==> src/rtl/wb_pkg.sv <==
// Shared types for the writeback stage: result-source and load-size encodings
// plus the captured control bundle of the MEM/WB pipeline register.
package wb_pkg;

    typedef enum logic [1:0] {
        RES_ALU  = 2'b00,
        RES_LOAD = 2'b01,
        RES_PC4  = 2'b10,
        RES_IMM  = 2'b11
    } result_src_e;

    typedef enum logic [2:0] {
        LB  = 3'b000,
        LH  = 3'b001,
        LW  = 3'b010,
        LBU = 3'b100,
        LHU = 3'b101
    } load_f3_e;

    // Width-independent control fields; the datapath fields live beside it
    // because a package struct cannot follow DATA_WIDTH.
    typedef struct packed {
        logic        valid;
        logic        regWrite;
        result_src_e resultSrc;
        logic [2:0]  funct3;
    } wb_bundle_t;

endpackage

==> src/rtl/load_extend.sv <==
// Combinational sub-word load extraction: picks a byte/halfword/word out of the
// raw memory word by address offset and sign- or zero-extends it.
module load_extend
    import wb_pkg::*;
#(
    parameter int DATA_WIDTH = 32
) (
    input  logic [DATA_WIDTH-1:0] i_raw,
    input  logic [1:0]            i_offset,
    input  logic [2:0]            i_funct3,
    output logic [DATA_WIDTH-1:0] o_ext
);

    logic [7:0]  w_byte;
    logic [15:0] w_half;

    always_comb begin
        w_byte = i_raw[7:0];
        case (i_offset)
            2'd0: w_byte = i_raw[7:0];
            2'd1: w_byte = i_raw[15:8];
            2'd2: w_byte = i_raw[23:16];
            2'd3: w_byte = i_raw[31:24];
        endcase
    end

    // Halfword selection ignores offset[0]; misaligned halves are not trapped here.
    assign w_half = i_offset[1] ? i_raw[31:16] : i_raw[15:0];

    always_comb begin
        o_ext = i_raw;
        case (i_funct3)
            LB:      o_ext = DATA_WIDTH'($signed(w_byte));
            LBU:     o_ext = DATA_WIDTH'(w_byte);
            LH:      o_ext = DATA_WIDTH'($signed(w_half));
            LHU:     o_ext = DATA_WIDTH'(w_half);
            LW:      o_ext = DATA_WIDTH'($signed(i_raw[31:0]));
            default: o_ext = i_raw;
        endcase
    end

endmodule

==> src/rtl/wb_stage.sv <==
// Writeback stage: MEM/WB register with flush/stall, result mux, load extension.
// Define WB_RETIRE_CNT_EN to build in the RetireCount retired-instruction counter.
module wb_stage
    import wb_pkg::*;
#(
    parameter int DATA_WIDTH = 32,
    parameter int REG_ADDR_W = 5,
    parameter int COUNT_W    = 64
) (
    input  logic                  clk,
    input  logic                  rst,
    input  logic                  StallW,
    input  logic                  FlushW,
    input  logic                  ValidM,
    input  logic                  RegWriteM,
    input  logic [1:0]            ResultSrcM,
    input  logic [2:0]            Funct3M,
    input  logic [DATA_WIDTH-1:0] ALUResultM,
    input  logic [DATA_WIDTH-1:0] ReadDataM,
    input  logic [DATA_WIDTH-1:0] PCPlus4M,
    input  logic [DATA_WIDTH-1:0] ImmExtM,
    input  logic [REG_ADDR_W-1:0] RdM,
    output logic                  ValidW,
    output logic                  RegWriteWout,
    output logic [DATA_WIDTH-1:0] ResultWout,
    output logic [REG_ADDR_W-1:0] RdWout
`ifdef WB_RETIRE_CNT_EN
    ,
    output logic [COUNT_W-1:0]    RetireCount
`endif
);

    if (DATA_WIDTH != 32 && DATA_WIDTH != 64) begin : g_badDataWidth
        $error("wb_stage: DATA_WIDTH must be 32 or 64");
    end
    if (COUNT_W < 1) begin : g_badCountWidth
        $error("wb_stage: COUNT_W must be at least 1");
    end

    wb_bundle_t            r_ctrl;
    logic [DATA_WIDTH-1:0] r_alu;
    logic [DATA_WIDTH-1:0] r_readData;
    logic [DATA_WIDTH-1:0] r_pc4;
    logic [DATA_WIDTH-1:0] r_imm;
    logic [REG_ADDR_W-1:0] r_rd;

    logic [DATA_WIDTH-1:0] w_loadData;
    logic [DATA_WIDTH-1:0] w_result;
    logic                  w_rdNonZero;

    // Flush only needs to kill the control bits; stale data is harmless.
    always_ff @(posedge clk) begin
        if (rst) begin
            r_ctrl     <= '0;
            r_alu      <= '0;
            r_readData <= '0;
            r_pc4      <= '0;
            r_imm      <= '0;
            r_rd       <= '0;
        end else if (FlushW) begin
            r_ctrl.valid    <= 1'b0;
            r_ctrl.regWrite <= 1'b0;
        end else if (!StallW) begin
            r_ctrl.valid     <= ValidM;
            r_ctrl.regWrite  <= RegWriteM;
            r_ctrl.resultSrc <= result_src_e'(ResultSrcM);
            r_ctrl.funct3    <= Funct3M;
            r_alu            <= ALUResultM;
            r_readData       <= ReadDataM;
            r_pc4            <= PCPlus4M;
            r_imm            <= ImmExtM;
            r_rd             <= RdM;
        end
    end

    load_extend #(
        .DATA_WIDTH(DATA_WIDTH)
    ) u_loadExtend (
        .i_raw   (r_readData),
        .i_offset(r_alu[1:0]),
        .i_funct3(r_ctrl.funct3),
        .o_ext   (w_loadData)
    );

    always_comb begin
        w_result = r_alu;
        case (r_ctrl.resultSrc)
            RES_ALU:  w_result = r_alu;
            RES_LOAD: w_result = w_loadData;
            RES_PC4:  w_result = r_pc4;
            RES_IMM:  w_result = r_imm;
        endcase
    end

    // x0 is hardwired to zero, so its writes are dropped but the data still forwards.
    assign w_rdNonZero  = (r_rd != '0);
    assign ValidW       = r_ctrl.valid;
    assign RegWriteWout = r_ctrl.valid & r_ctrl.regWrite & w_rdNonZero;
    assign ResultWout   = w_result;
    assign RdWout       = r_rd;

`ifdef WB_RETIRE_CNT_EN
    logic [COUNT_W-1:0] r_retireCount;

    // The W instruction retires whenever it leaves the stage, flush or not.
    always_ff @(posedge clk) begin
        if (rst) begin
            r_retireCount <= '0;
        end else if (r_ctrl.valid && !StallW) begin
            r_retireCount <= r_retireCount + COUNT_W'(1);
        end
    end

    assign RetireCount = r_retireCount;
`endif

endmodule
==> config.mk <==
export PLATFORM = sky130hd
export DESIGN_NAME = wb_stage
export DESIGN_NICKNAME = d
export VERILOG_FILES = /design/src/rtl/wb_pkg.sv /design/src/rtl/load_extend.sv /design/src/rtl/wb_stage.sv
export SDC_FILE = /design/constraint.sdc
export NUM_CORES = 1
export LEC_CHECK = 0
export BUFFER_PORTS_ARGS = -buffer_cell sky130_fd_sc_hd__buf_2
export CAP_MARGIN = 20
export CORE_ASPECT_RATIO = 0.6
export CORE_UTILIZATION = 45
export DETAILED_ROUTE_END_ITERATION = 16
export PLACE_DENSITY = 0.72
export SLEW_MARGIN = 10
export SYNTH_ARGS = -nofsm -noshare
export SYNTH_HDL_FRONTEND = slang
export SYNTH_SLANG_ARGS = --single-unit
==> constraint.sdc <==
create_clock -name clk -period 2.8 [get_ports clk]
set_input_delay 0.84 -clock clk [delete_from_list [all_inputs] [get_ports clk]]
set_output_delay 0.84 -clock clk [all_outputs]
set_load 0.05 [all_outputs]
==> run metrics <==
CTS tree=built; GRT Overall Usage=0.289; DRT iter0 DRCs=617; initial antenna violation count=3; DR vias=6,527; Cell Rows=33; YS warnings=0; io pins=183; startpoint types=flop; top post-synthesis cells by area=dfxtp_1, nand2_1, a21oi_1; syn nets=988; Die Y=94.1 um; Seq/Total Area, Yosys=0.441; share of cells above drive strength 1=0.297; Leak=3.43 nW; Layout Cell Area excl Fill=8590 um^2; Place WS=-12.4 ps; die width=155 um; WS Path Type=flop to output port; WL final=20,700 um; DP Area=7670 um^2; total grt overflow=0; Inst Count DP=1,182; GPL Wtd Cong=0.936; PortBufs=182; area leader, netlist=dfxtp_1; Crit. End Element=output port; htree depth=4; Post-synth ARST share=0; ys flop type=dfxtp_1; clk slew on worst S/H paths=60 ps; Yosys reg bits=140; Final min period=2940 ps; Root Buffer=clkbuf_16; post-synth top area share=0.441; critical path arrival=2100 ps; pin count of the biggest net entering global routing=69; Setup TNS=-2760 ps; Worst Hold Class=flop to flop; post-detail-place hpwl=14,600 um; Hold Vio Cnt, Final=0; Std-Cell Core Area=13,700 um^2; CTS hold repair buffers=0; achievable clock frequency=341 MHz; Inserted Clock Buffers=17; Layout area overhead=35.2%; Synth Instances=844; clock buffer depth=2; slew of the pin with the lowest slew margin=573 ps; Max-slew headroom=0.618; DRC=0; Skew-Pair Late Insertion Delay=410 ps; Final WS setup=-136 ps; drt first pass iters=5; vias per cell=5.37; vias in the first global route=5,920; max-cap violations=0; wire per inst=17.0 um; Pins Over Slew Limit=0; post-synthesis cell type count=40; global-route wire length before repair=32,000 um; clock sink count=140; endpoints failing setup=29; RSZ-0062 raised after global routing=yes; Mapped Area=6360 um^2; PD cells=618 nW/um^2; CP required=1960 ps; Starting Density=0.464; post-route insts no fill=1,215; ANT cells=0; EDFF count, synth=0; final worst path period share=1.05; Final ANT Viol Nets=0; failing checks=setup timing; hold_ws=452 ps; status=complete, but fails checks; Avg Cell Area, Syn=7.53 um^2; Worst VDD drop=353 uV; CP max FO=16; Clock Skew=0 ps; final net count=1,154; die area=14,600 um^2
what timing repair did:
item,in CTS,in global routing
endpoints found under the setup margin,31,32
pin swaps,3,6
resized for setup,78,16
setup buffers,1,0
routing by layer:
| metal | up-vias | track usage | wire [um] |
|---|---|---|---|
| met3 | 19 | 0.0655 | 1860 |
| met4 | 2 | 0.0694 | 173 |
| met1 | 3035 | 0.439 | 10300 |
| met2 | 272 | 0.404 | 8320 |
| met5 | - | 0 | 10 |
| li1 | 3199 | - | - |
cells in the mapped netlist (6+ instances only):
master and count:
a21oi_1 177, a22oi_1 13, buf_1 7, clkbuf_1 57
dfxtp_1 140, mux2_2 15, mux2i_1 23, nand2_1 284
nand2b_1 7, nor2_1 10, nor2b_1 6, nor3_1 6
o21ai_0 28, o22a_1 7, o22a_2 10, o22ai_1 6
or3_1 7
state kept, by name (all words and copies together), names as in the netlist:
register / count
RdWout: 5
ValidW: 1
r_alu: 32
r_ctrl: 6
r_imm: 32
r_pc4: 32
r_readData: 32
cell usage in the layout (no fill, tap or decap), types with 7 or more instances in the layout:
master       n
o22a_2       9
buf_4       34
nand2_1    284
a21oi_1    170
mux2_2      15
or3_1        7
o21ai_0     19
buf_8        8
nor2_1       8
buf_2      149
o22a_1       7
mux2i_1     21
buf_6       13
buf_12      14
a22oi_1     13
clkbuf_16   17
dfxtp_1    136
logic make-up (layout without fill, tap and decap cells):
group	Yosys count	count (layout)	share of synthesized area
simple gates	330	330	0.212
compound gates	258	258	0.231
flops	140	140	0.441
buf+inv	76	255	0.0482
mux	40	40	0.0687
final cells by class:
type	count	area, um^2
Clock buffer	20	447
Timing Repair Buffer	218	1550
Fill cell	1274	5120
Tap cell	192	240
Inverter	5	18.8
Clock inverter	12	138
Sequential cell	140	2810
Multi-Input combinational cell	628	3390
final timing paths:
path | slack [ps] | to | cells after the start | start
max reg2reg | 1530 | r_ctrl[1] | 3 | r_ctrl[1]
min | 450 | r_imm[7] | 2 | r_imm[7]
max | -140 | ResultWout[20] | 6 | r_alu[1]
min reg2reg | 450 | r_imm[7] | 2 | r_imm[7]
stage by stage:
stage / utilization / power, mW
after detailed placement: 0.559 / 3.01
after CTS: 0.621 / 5.30
after global routing: 0.627 / 5.48
final: 0.627 / 5.31
after global placement: 0.559 / 3.00
after floorplan: - / 2.69
report_power, final:
part / internal, mW / switching [mW] / leakage [nW] / total [mW]
clock: 1.34 / 0.891 / 0.281 / 2.23
sequential: 2.08 / 0.0683 / 1.15 / 2.15
combinational: 0.372 / 0.548 / 2.00 / 0.920
critical path: stages (launching register included):
cell,delay [ps]
dfxtp_4,370
mux2i_4,220
mux2_4,300
nor4_4,280
buf_12,190
o22a_1,160
buf_6,160
No activity file was read; power rests on OpenSTA's default activity.
